### src/rtl/spr_case_detect_stream.sv
// spr_case_detect_stream
//   Multi-channel special-case / edge detector for the SPR datapath. Builds a
//   prev/curr/next window per channel from the raw pixel stream and emits
//   is_original / is_edge flags with the syncs delayed to match. It also counts
//   edge pixels per channel over each frame.
//
// Ports
//   clk, rst      clock, synchronous active-high reset
//   i_hs, i_vs    input line / frame active; a pixel is accepted when both are high
//   i_data        CH samples of DW bits, channel 0 in the LSBs
//   spr_thr_edge  edge threshold, captured when i_vs rises
//   pad_mode      0 = replicate the edge pixel, 1 = zero pad; captured when i_vs rises
//   o_hs, o_vs    i_hs / i_vs delayed by 2 cycles
//   o_data        the curr sample, aligned with the flags
//   is_original   per-channel original flag
//   is_edge       per channel {edge2,edge3,edge4,edge5}; channel c at [4c+3:4c]
//   o_edge_cnt    edge-pixel count per channel for the last completed frame
//   o_cnt_valid   one-cycle pulse when o_edge_cnt updates
module spr_case_detect_stream #(
  parameter int DW    = 12,
  parameter int CH    = 3,
  parameter int SHIFT = 4,
  parameter int CNT_W = 20
) (
  input  logic                clk,
  input  logic                rst,
  input  logic                i_hs,
  input  logic                i_vs,
  input  logic [CH*DW-1:0]    i_data,
  input  logic [DW-1:0]       spr_thr_edge,
  input  logic                pad_mode,
  output logic                o_hs,
  output logic                o_vs,
  output logic [CH*DW-1:0]    o_data,
  output logic [CH-1:0]       is_original,
  output logic [4*CH-1:0]     is_edge,
  output logic [CH*CNT_W-1:0] o_edge_cnt,
  output logic                o_cnt_valid
);

  logic de;
  logic de_q;          // curr_q holds a pixel that still has to be emitted
  logic de_q2;         // prev_q holds a pixel from the same line as curr_q
  logic hs_d1, vs_d1;
  logic vs_prev;       // frame-start detector for the shadow capture
  logic o_vs_q;
  logic [DW-1:0]    thr_sh;
  logic             pad_sh;
  logic [CH*DW-1:0] curr_q, prev_q;
  logic [4*CH-1:0]  edge_c;
  logic [CH-1:0]    orig_c;
  logic [DW:0]      thr_x;
  logic             frame_end;
  logic [CNT_W-1:0] run_q [CH];

  assign de        = i_hs & i_vs;
  assign thr_x     = {1'b0, thr_sh};
  assign frame_end = o_vs_q & ~o_vs;

  // Sync delay line, window shift and line-position tracking.
  // NOTE: sequential state uses non-blocking assignments only, so every flop
  // samples the pre-edge value of the others regardless of statement order.
  always_ff @(posedge clk) begin
    if (rst) begin
      hs_d1  <= 1'b0;
      vs_d1  <= 1'b0;
      o_hs   <= 1'b0;
      o_vs   <= 1'b0;
      o_vs_q <= 1'b0;
      de_q   <= 1'b0;
      de_q2  <= 1'b0;
      curr_q <= '0;
      prev_q <= '0;
    end else begin
      hs_d1  <= i_hs;
      vs_d1  <= i_vs;
      o_hs   <= hs_d1;
      o_vs   <= vs_d1;
      o_vs_q <= o_vs;
      de_q   <= de;
      de_q2  <= de_q;
      if (de) begin
        curr_q <= i_data;
        prev_q <= curr_q;
      end
    end
  end

  // Shadow capture on a real 0->1 of i_vs. vs_prev comes out of reset high so
  // a frame still active across a reset does not look like a new frame start
  // and keeps running with the cleared shadows.
  always_ff @(posedge clk) begin
    if (rst) begin
      vs_prev <= 1'b1;
      thr_sh  <= '0;
      pad_sh  <= 1'b0;
    end else begin
      vs_prev <= i_vs;
      if (i_vs && !vs_prev) begin
        thr_sh <= spr_thr_edge;
        pad_sh <= pad_mode;
      end
    end
  end

  // Per-channel window evaluation. It runs in the cycle after a pixel is
  // accepted. At that point next is either the pixel arriving now or, if de
  // has dropped, the line-end pad. When de_q2 is low, curr is the first pixel
  // of its line and prev is the line-start pad.
  for (genvar g = 0; g < CH; g++) begin : g_ch
    logic [DW-1:0] c, p, n;
    logic [DW:0]   cp, cn, mag_p, mag_n, a, b;
    logic          neg;

    assign c = curr_q[g*DW +: DW];
    assign p = de_q2 ? prev_q[g*DW +: DW] : (pad_sh ? '0 : c);
    assign n = de    ? i_data[g*DW +: DW] : (pad_sh ? '0 : c);

    assign cp    = {1'b0, c} - {1'b0, p};
    assign cn    = {1'b0, c} - {1'b0, n};
    assign neg   = cp[DW];
    assign mag_p = cp[DW] ? -cp : cp;
    assign mag_n = cn[DW] ? -cn : cn;
    assign a     = mag_p >> SHIFT;
    assign b     = mag_n >> SHIFT;

    assign edge_c[4*g +: 4] = {
      !neg && (a >= thr_x) && (b >= thr_x),
      !neg && (a >= thr_x) && (b <  thr_x),
       neg && (a >= thr_x) && (b <= thr_x),
       neg && (a >= thr_x) && (b >  thr_x)
    };
    assign orig_c[g] = (p == '0) ^ (c == '0);
  end

  // Output stage. A pixel is emitted exactly when de_q is high, and this
  // lines up with o_hs & o_vs one cycle later. Outside active video the
  // outputs are therefore held at zero.
  always_ff @(posedge clk) begin
    if (rst || !de_q) begin
      o_data      <= '0;
      is_edge     <= '0;
      is_original <= '0;
    end else begin
      o_data      <= curr_q;
      is_edge     <= edge_c;
      is_original <= orig_c;
    end
  end

  // Frame statistics. The count is taken from the registered outputs, which
  // are zero whenever o_vs is low. A snapshot and an increment therefore
  // never fall in the same cycle.
  // NOTE: run_q is a handful of counters rather than a RAM, so it is reset
  // like any other register; a true memory would be left unreset.
  always_ff @(posedge clk) begin
    if (rst) begin
      run_q       <= '{default: '0};
      o_edge_cnt  <= '0;
      o_cnt_valid <= 1'b0;
    end else begin
      o_cnt_valid <= frame_end;
      for (int i = 0; i < CH; i++) begin
        if (frame_end) begin
          o_edge_cnt[i*CNT_W +: CNT_W] <= run_q[i];
          run_q[i]                     <= '0;
        end else if ((|is_edge[4*i +: 4]) && (run_q[i] != '1)) begin
          run_q[i] <= run_q[i] + 1'b1;
        end
      end
    end
  end

endmodule

### config.mk
export PLATFORM = sky130hd
export DESIGN_NAME = spr_case_detect_stream
export DESIGN_NICKNAME = d
export VERILOG_FILES = /design/src/rtl/spr_case_detect_stream.sv
export SDC_FILE = /design/constraint.sdc
export NUM_CORES = 1
export LEC_CHECK = 0
export ABC_AREA = 1
export CAP_MARGIN = 15
export CORE_MARGIN = 4
export CORE_UTILIZATION = 25
export CTS_CLUSTER_DIAMETER = 80
export DETAILED_ROUTE_END_ITERATION = 10
export DONT_BUFFER_PORTS = 1
export GPL_ROUTABILITY_DRIVEN = 0
export GPL_TIMING_DRIVEN = 0
export PLACE_DENSITY = 0.44
export SKIP_LAST_GASP = 1
export SYNTH_ARGS = -nofsm -noshare
export SYNTH_HDL_FRONTEND = slang
export SYNTH_SLANG_ARGS = --single-unit
### constraint.sdc
create_clock -name clk -period 6.55 [get_ports clk]
set_clock_uncertainty 0.2 [all_clocks]
set_input_delay 1.6375 -clock clk [delete_from_list [all_inputs] [get_ports clk]]
set_output_delay 1.6375 -clock clk [all_outputs]
set_load 0.005 [all_outputs]
==> results of run 1 <==
-- final timing paths --
check / start / end / slack [ns] / cells past startpoint
min reg2reg: vs_d1 / o_vs / 0.20 / 2
min: vs_d1 / o_vs / 0.20 / 2
max reg2reg: pad_sh / is_edge[0] / 1.06 / 24
max: i_hs / is_edge[9] / 0.48 / 26
-- tightest hold or removal path: stages, from the launching register on --
cell and delay, ns:
dfxtp_1 0.29, inv_1 0.04, nor2_1 0.03
-- state kept, by name, indices dropped and copies added, names as in the netlist, 3 cells and up --
name,count
prev_q,36
is_original,3
thr_sh,12
o_data,36
is_edge,12
run_q,60
o_edge_cnt,60
curr_q,36
-- logic make-up (layout without fill, tap and decap cells) --
logic type               Yosys count  in the layout  share of synthesized area
AO/OA/AOI/OAI                    479            479                     0.1638
other                              0              4                          0
buffers and inverters            341            408                    0.08318
XOR/XNOR                          76             76                    0.04155
flip-flops                       265            265                     0.3311
AND/OR/NAND/NOR                 1033           1033                     0.2815
adder cells (fa/ha/maj)          123            123                    0.09888
-- per-stage QoR --
step | util | hold slack, ns
floorplan | - | 0.1883
global placement | 0.2698 | 0.1939
detailed placement | 0.2698 | 0.1944
CTS | 0.2904 | 0.2018
global route | 0.2906 | 0.2339
finish | 0.2908 | 0.2014
-- placed cells by master, fill, tap and decap left out, drive strengths merged, types with 6 or more instances in the layout --
cell    count
xor2       58
dfxtp     265
nand2     542
a21boi     12
inv       282
fa          6
clkbuf    101
nand3     136
a211oi      6
nor3       50
nor3b       7
ha        117
nor4       24
xnor2      18
o211ai      7
nand3b      8
nand4      32
a21oi     189
buf        15
nor2      227
o21a       18
o21ai     228
-- power groups by stage --
stage	logic [mW]	registers (mW)	clock network (mW)
after detailed placement	1.48	1.72	0
after floorplan	1.15	1.71	0
after CTS	1.49	1.69	2.22
after global routing	1.71	1.69	2.28
after global placement	1.45	1.72	0
final	1.48	1.69	2.15
-- cell usage after synthesis, types with 2 or more instances --
cell type / number
a211oi_1: 6
a21boi_0: 9
a21boi_2: 3
a21o_1: 4
a21oi_1: 186
a21oi_2: 2
a22o_1: 4
a31oi_1: 4
and2_1: 2
buf_1: 6
buf_2: 2
buf_4: 3
buf_6: 3
clkbuf_1: 54
dfxtp_1: 265
fa_1: 6
ha_1: 117
inv_1: 264
inv_2: 8
nand2_1: 528
nand2_2: 13
nand3_1: 119
nand3_2: 16
nand3b_1: 8
nand4_1: 32
nor2_1: 219
nor2_2: 7
nor3_1: 49
nor3b_1: 7
nor4_1: 21
nor4_2: 3
o211ai_1: 2
o211ai_2: 5
o21a_1: 18
o21ai_0: 221
o21ai_1: 4
o21ai_2: 3
o21bai_1: 2
or4_1: 3
xnor2_1: 18
xor2_1: 58
-- timing repair --
| item | 4_1_cts | 5_1_grt |
|---|---|---|
| setup endpoints to repair | 1 | 11 |
| gates cloned | 0 | 0 |
| gates resized for setup | 0 | 11 |
-- layer usage --
metal | wire [um] | global-route usage
met5 | 0 | 0
met1 | 24650 | 0.1998
met3 | 3523 | 0.03655
met4 | 2170 | 0.05991
met2 | 26370 | 0.2739
-- final cells by class --
class	count	area (um2)
Sequential cell	265	5305
Buffer	68	312.8
Clock inverter	20	252.7
Antenna cell	4	10.01
Multi-Input combinational cell	1711	9383
Fill cell	6910	44900
Tap cell	846	1059
Clock buffer	48	1060
Inverter	272	1026
==> metrics.md, run 1 <==
| Metric | Value |
|---|---|
| Vias in the first global route | `14,510` |
| Most used DFF post-synth | `dfxtp_1` |
| Dpl cells | `3,163` |
| Antenna Nets Post-Route | `0` |
| # DRC | `0` |
| Detailed-route wire length per cell | `17.54 um` |
| Yosys warnings | `0` |
| Placed Area | `17,080 um2` |
| Ys async rst share | `0` |
| H-Tree Depth | `2` |
| Largest cells by area after synthesis | `dfxtp_1, nand2_1, ha_1, o21ai_0, inv_1` |
| Buf/Inv on CP | `5` |
| Post-Route WL | `56,710 um` |
| Die W | `261.1 um` |
| Rel. slew slack | `0.3127` |
| GRT overflow | `0` |
| Cell Int Power | `3.515 mW` |
| Setup repair after global routing missed its margin | `yes` |
| Non-filler cells, final | `3,234` |
| DR vias | `15,140` |
| Chip Height | `261.1 um` |
| Bufs on Longest Clock Path | `3` |
| Min setup slack post-route | `0.4763 ns` |
| Post-synthesis sequential area ratio | `0.3311` |
| Startpoint types | `input port` |
| # hold bufs at CTS | `0` |
| Crit path required time | `6.80 ns` |
| Core Box Area | `63,310 um2` |
| Crit Path Class | `in -> reg` |
| Latest clock arrival within the worst-skew pair | `0.55 ns` |
| Initial antenna violation count | `5` |
| Synthesized flop and latch total | `265` |
| Net Sw Power | `1.804 mW` |
| Fmax | `164.6 MHz` |
| Buffers on Ports | `0` |
| Layout cells sized above 1 | `0.06040` |
| Instance count of the mapped netlist | `2,317` |
| Critical path's top delay family | `simple AND/OR/NAND/NOR gates` |
| CTS tree | `yes` |
| Router iterations before antenna repair | `5` |
| Dpl ws | `-0.5609 ns` |
| Synth cell types | `54` |
| Syn nets | `2,493` |
| Max-Cap Viols | `0` |
| Clk root buf | `clkbuf_16` |
| CTS sink count | `265` |
| Post-DP HPWL | `45,010 um` |
| Crit-path slowest cell | `fa_1` |
| Overall Global Routing Usage | `0.1612` |
| Num CTS Buffers | `38` |
| Lkg Pwr | `7.787 nW` |
| Design area | `18,410 um2` |
| Sequential Power Share | `0.318` |
| Clk pwr share | `0.404` |
| Layout net count | `2,532` |
| Hold crit path type | `reg -> reg` |
| Area growth, synth to finish | `14.90%` |
| Pwr Density | `289.0 nW/um2` |
| Outcome | `finished, final reports clean` |
| Post-synth EDFFs | `0` |
| Worst EP arrival | `6.32 ns` |
| Syn avg cell area | `6.914 um2` |
| Switching part of the total | `0.3391` |
| Most Frequent Cell on Critical Path | `nand2_1` |
| Largest net degree at the start of global routing | `19` |
| Setup violations, final | `0` |
| Post-Route Setup TNS | `0 ns` |
| Final Hold Fails | `0` |
| Worst Setup End Kind | `flip-flop` |
| Slew Limit Fails | `0` |
| Std cell rows | `92` |
| Critical path fanouts, max | `18` |
| Fin crit share | `0.9273` |
| Critical path's largest stage delay | `0.55 ns` |
| Vias/cell | `4.681` |
| Power consumption | `5.320 mW` |
| Worst VDD drop | `0.2122 mV` |
| Logic pwr share | `0.278` |
| 1st-iter DRT viols | `1,106` |
| Top cell type's share of synthesized area | `0.3311` |
| Die Area | `68,200 um2` |
| Slew @ Worst Pin | `1.031 ns` |
| Ports | `167` |
| Starting Density | `0.2530` |
| Synth area leader | `dfxtp_1` |
| Clock slew at reported path FFs | `0.05 ns` |
| Final Critical Period | `6.074 ns` |
| First-pass GRT wire length | `85,730 um` |
| Setup Buffers After CTS | `0` |
| Cell area after synthesis | `16,020 um2` |
(Power assumes the default switching activity.)
==> inputs of run 2 (changes only) <==
Settings changed: CAP_MARGIN 15 to 20, SETUP_SLACK_MARGIN from default to 0.15.
==> run 2 against run 1 <==
Net effect:
- utilization about the same
- largest cell class unchanged
- cell count did not move
- sequential power barely moved
- clock-buffer cell count unchanged
- flip-flop and latch count is the same
- fmax about the same
- register-to-register slack lost 0.02 ns
- via count rose by 0.19%
==> metrics.md, run 2 (synthesized netlist as in run 1, its figures left out) <==
| Metric | Value |
|---|---|
| Worst Setup End Kind | `flip-flop` |
| Dpl cells | `3,163` |
| Fillers | `6,913` |
| Critical path fanouts, max | `10` |
| Sequential Power Share | `0.318` |
| Lkg Pwr | `7.793 nW` |
| Overall Global Routing Usage | `0.1612` |
| Area growth, synth to finish | `14.94%` |
| Num CTS Buffers | `38` |
| Buffers on Ports | `0` |
| Chip Height | `261.1 um` |
| Commonest cells after routing, fill and taps aside | `nand2_1, dfxtp_1, inv_1, o21ai_0, nor2_1` |
| Worst Hold Path Cells | `2` |
| Final Hold Fails | `0` |
| Final core occ | `0.2909` |
| Detailed-route wire length per cell | `17.54 um` |
| Pwr Density | `288.9 nW/um2` |
| Slack of the worst reg-to-reg path | `1.04 ns` |
| Clk root buf | `clkbuf_16` |
| Switching part of the total | `0.3390` |
| DR vias | `15,170` |
| Clk pwr share | `0.404` |
| Fin crit share | `0.9272` |
| 1st-iter DRT viols | `1,017` |
| Worst Setup SP | `i_hs` |
| Post-Route WL | `56,730 um` |
| First-pass GRT wire length | `85,740 um` |
| Largest registers | `o_edge_cnt (60), run_q (60)` |
| Commonest non-fill, non-tap cell in the layout | `nand2_1` |
| Clock slew at reported path FFs | `0.05 ns` |
| Rel. slew slack | `0.2933` |
| Ports | `167` |
| Dpl ws | `-0.5609 ns` |
| Net Sw Power | `1.803 mW` |
| GRT overflow | `0` |
| Latest clock arrival within the worst-skew pair | `0.55 ns` |
| R2r startpoint | `pad_sh` |
| Final Critical Period | `6.073 ns` |
| Post-DP HPWL | `45,010 um` |
| Layout cells sized above 1 | `0.06080` |
| Layout net count | `2,533` |
| Outcome | `finished, final reports clean` |
| Fmax | `164.7 MHz` |
| # DRC | `0` |
| Core Box Area | `63,310 um2` |
| Vias in the first global route | `14,510` |
| Crit Path Class | `in -> reg` |
| Minimum hold slack | `0.2014 ns` |
| CTS sink count | `265` |
| Post-CTS Resized | `1` |
| Logic pwr share | `0.278` |
| Bufs on Longest Clock Path | `3` |
| Slew @ Worst Pin | `1.060 ns` |
| Die W | `261.1 um` |
| Antenna Nets Post-Route | `0` |
| Router iterations before antenna repair | `7` |
| Worst EP arrival | `6.32 ns` |
| Worst r2r dst | `is_edge[0]` |
| Max-Cap Viols | `0` |
| # hold bufs at CTS | `0` |
| Std cell rows | `92` |
| Startpoint types | `input port` |
| Worst VDD drop | `0.2117 mV` |
| Starting Density | `0.2530` |
| Setup Buffers After CTS | `0` |
| Die Area | `68,200 um2` |
| Initial antenna violation count | `5` |
| H-Tree Depth | `2` |
| Slew Limit Fails | `0` |
| Largest net degree at the start of global routing | `15` |
| Worst Hold Endpoint | `o_vs` |
| Crit path required time | `6.80 ns` |
| Min-delay src | `vs_d1` |
| R2R cell count | `24` |
| Post-Route Setup TNS | `0 ns` |
| CTS tree | `yes` |
| Cell Int Power | `3.516 mW` |
| Non-filler cells, final | `3,234` |
| Setup repair after global routing missed its margin | `no` |
| Vias/cell | `4.690` |
| Setup violations, final | `0` |
| Hold crit path type | `reg -> reg` |
| Min setup slack post-route | `0.4769 ns` |
## run 2: final cells by class
| type | instances | area [um2] | area share |
|---|---|---|---|
| Clock inverter | 20 | 252.7 | 0.01373 |
| Sequential cell | 265 | 5305 | 0.2881 |
| Tap cell | 846 | 1059 | 0.05748 |
| Multi-Input combinational cell | 1711 | 9393 | 0.5101 |
| Antenna cell | 3 | 7.507 | 0.0004077 |
| Buffer | 69 | 316.6 | 0.01719 |
| Inverter | 272 | 1021 | 0.05545 |
| Clock buffer | 48 | 1060 | 0.05755 |
## run 2: worst max-delay path: stages
cell	delay, ns
nand2_2	0.11
inv_2	0.17
clkbuf_1	0.64
nand2_1	0.25
o21a_1	0.17
ha_1	0.36
a21oi_1	0.17
nand2_1	0.17
xor2_1	0.17
nand3_1	0.16
nor2_1	0.21
nand3_1	0.12
nor2_1	0.26
nand4_1	0.20
nand3b_1	0.13
nand2_1	0.07
ha_1	0.29
nand2_1	0.07
nor4_1	0.30
inv_1	0.10
nor2_1	0.25
nor2_1	0.08
nor3_1	0.21
## run 2: worst max-delay path by stage
stage	to	cells after the start
final	is_edge[9]	23
after global routing	is_edge[0]	27
after CTS	is_edge[0]	25
after detailed placement	is_edge[0]	27
after global placement	is_edge[0]	25
after floorplan	is_edge[0]	25
## run 2: power by group through the flow
stage / logic (mW) / registers [mW] / clock network, mW
finish: 1.48 / 1.69 / 2.15
global route: 1.71 / 1.69 / 2.28
CTS: 1.49 / 1.69 / 2.22
detailed placement: 1.48 / 1.72 / 0
global placement: 1.45 / 1.72 / 0
floorplan: 1.15 / 1.71 / 0
## run 2: metrics by stage
step | power (mW) | instance area (um2)
2_1_floorplan | 2.856 | 16020
3_3_place_gp | 3.173 | 17080
3_5_place_dp | 3.203 | 17080
4_1_cts | 5.394 | 18390
5_1_grt | 5.688 | 18410
6_report | 5.319 | 18410
## run 2: per-layer routing
| layer | part of all wire | global-route usage | routed length (um) | up-vias |
|---|---|---|---|---|
| met4 | 0.038 | 0.05991 | 2167 | 0 |
| met2 | 0.47 | 0.2741 | 26450 | 392 |
| met3 | 0.061 | 0.03578 | 3441 | 101 |
| met5 | 0 | 0 | 0 | - |
| li1 | - | - | - | 7742 |
| met1 | 0.43 | 0.2002 | 24670 | 6932 |
==> inputs of run 3 (changes only) <==
Settings changed: CTS_BUF_LIST from default to sky130_fd_sc_hd__clkbuf_4.
==> run 3 against run 2 <==
Net effect:
- flip-flop and latch count stayed put
- via count up 2.4%
- fmax rose by 3.2%
- highest routed layer unchanged
==> metrics.md, run 3 (synthesized netlist as in run 1, its figures left out) <==
| Metric | Value |
|---|---|
| Chip Height | `261.1 um` |
| Router iterations before antenna repair | `6` |
| R2R cell count | `24` |
| Layout cells sized above 1 | `0.08215` |
| Final Critical Period | `5.886 ns` |
| Startpoint types | `input port` |
| Largest net degree at the start of global routing | `12` |
| Layout net count | `2,577` |
| 1st-iter DRT viols | `1,022` |
| Lkg Pwr | `7.743 nW` |
| Net Sw Power | `1.750 mW` |
| Worst r2r dst | `is_edge[0]` |
| Crit Path Class | `in -> reg` |
| Core Box Area | `63,310 um2` |
| Fmax | `169.9 MHz` |
| Clk pwr share | `0.340` |
| Area growth, synth to finish | `13.12%` |
| Initial antenna violation count | `5` |
| Post-DP HPWL | `45,010 um` |
| # DRC | `0` |
| Commonest cells after routing, fill and taps aside | `nand2_1, dfxtp_1, inv_1, o21ai_0, nor2_1` |
| Vias in the first global route | `14,880` |
| Rel. slew slack | `0.2790` |
| First-pass GRT wire length | `86,860 um` |
| Post-Route WL | `57,180 um` |
| Num CTS Buffers | `82` |
| Final Hold Fails | `0` |
| Antenna Nets Post-Route | `0` |
| Slack of the worst reg-to-reg path | `1.05 ns` |
| Slew Limit Fails | `0` |
| Hold crit path type | `reg -> reg` |
| Minimum hold slack | `0.2072 ns` |
| Worst VDD drop | `0.1289 mV` |
| Latest clock arrival within the worst-skew pair | `0.82 ns` |
| Std cell rows | `92` |
| Dpl ws | `-0.5609 ns` |
| Min-delay src | `vs_d1` |
| Max-Cap Viols | `0` |
| Bufs on Longest Clock Path | `3` |
| Cell Int Power | `3.053 mW` |
| Worst Hold Path Cells | `2` |
| R2r startpoint | `pad_sh` |
| Setup repair after global routing missed its margin | `no` |
| Final core occ | `0.2862` |
| Setup Buffers After CTS | `0` |
| Fin crit share | `0.8986` |
| Setup violations, final | `0` |
| Crit path required time | `7.05 ns` |
| Detailed-route wire length per cell | `17.26 um` |
| Post-Route Setup TNS | `0 ns` |
| Switching part of the total | `0.3644` |
| Worst Setup End Kind | `flip-flop` |
| Logic pwr share | `0.308` |
| Vias/cell | `4.689` |
| Pwr Density | `265.0 nW/um2` |
| CTS sink count | `265` |
| Starting Density | `0.2530` |
| Die Area | `68,200 um2` |
| DR vias | `15,530` |
| Critical path fanouts, max | `10` |
| Overall Global Routing Usage | `0.1641` |
| Outcome | `finished, final reports clean` |
| Clock slew at reported path FFs | `0.06 ns` |
| Buffers on Ports | `0` |
| Ports | `167` |
| H-Tree Depth | `3` |
| Worst EP arrival | `6.38 ns` |
| Clk root buf | `clkbuf_4` |
| Slew @ Worst Pin | `1.081 ns` |
| Sequential Power Share | `0.352` |
| Worst Hold Endpoint | `o_vs` |
| Die W | `261.1 um` |
| Largest registers | `o_edge_cnt (60), run_q (60)` |
| Min setup slack post-route | `0.6639 ns` |
| GRT overflow | `0` |
| CTS tree | `yes` |
| Commonest non-fill, non-tap cell in the layout | `nand2_1` |
run 3: layer usage:
layer | share of wire | vias to the layer above | track usage
met5 | 0 | - | 0
met4 | 0.032 | 0 | 0.05828
met3 | 0.064 | 104 | 0.04255
met2 | 0.47 | 455 | 0.2774
met1 | 0.43 | 7094 | 0.2023
li1 | - | 7881 | -
run 3: worst max-delay path, cell delays in order:
cell and delay [ns]:
nand2_1 0.17, inv_2 0.21, clkbuf_1 0.64, nand2_1 0.25, o21a_1 0.17, ha_1 0.36, a21oi_1 0.17, nand2_1 0.16
xor2_1 0.17, nand3_1 0.16, nor2_1 0.20, nand3_1 0.12, nor2_1 0.25, nand4_1 0.20, nand3b_1 0.13, nand2_1 0.07
ha_1 0.29, nand2_1 0.07, nor4_1 0.31, inv_1 0.10, nor2_1 0.24, nor2_1 0.08, nor3_1 0.20
run 3: how the worst max path moves through the flow:
stage          from    endpoint  slack (ns)  cells after the start
2_1_floorplan  i_hs  is_edge[0]        1.04                     25
6_report       i_hs  is_edge[9]        0.66                     23
3_3_place_gp   i_hs  is_edge[0]       -0.63                     25
4_1_cts        i_hs  is_edge[0]        0.36                     27
3_5_place_dp   i_hs  is_edge[0]       -0.56                     27
5_1_grt        i_hs  is_edge[0]        0.24                     27
run 3: layout make-up:
cell class	count	area, um2
diodes	8	20.02
plain buffers	69	315.3
clock buffers	118	885.9
clock inverters	24	126.4
fillers	6989	45190
inverters	272	1021
multi-input cells	1711	9390
flip-flops and latches	265	5305
well taps	846	1059
run 3: timing repair:
item / 4_1_cts / 5_1_grt
setup endpoints to repair: 0 / 10
hold buffers: 0 / 0
gates resized for setup: 0 / 6
run 3: power by group through the flow:
stage	logic (mW)	registers, mW	clock network [mW]
after CTS	1.49	1.69	1.71
after floorplan	1.15	1.71	0
after global routing	1.71	1.69	1.80
final	1.48	1.69	1.63
after detailed placement	1.48	1.72	0
after global placement	1.45	1.72	0
run 3: stage by stage:
step / area [um2] / total power, mW / instances
floorplan: 16020 / 2.856 / 2317
detailed placement: 17080 / 3.203 / 3163
global placement: 17080 / 3.173 / 3163
CTS: 18090 / 4.886 / 3305
finish: 18120 / 4.803 / 3313
global route: 18110 / 5.203 / 3307
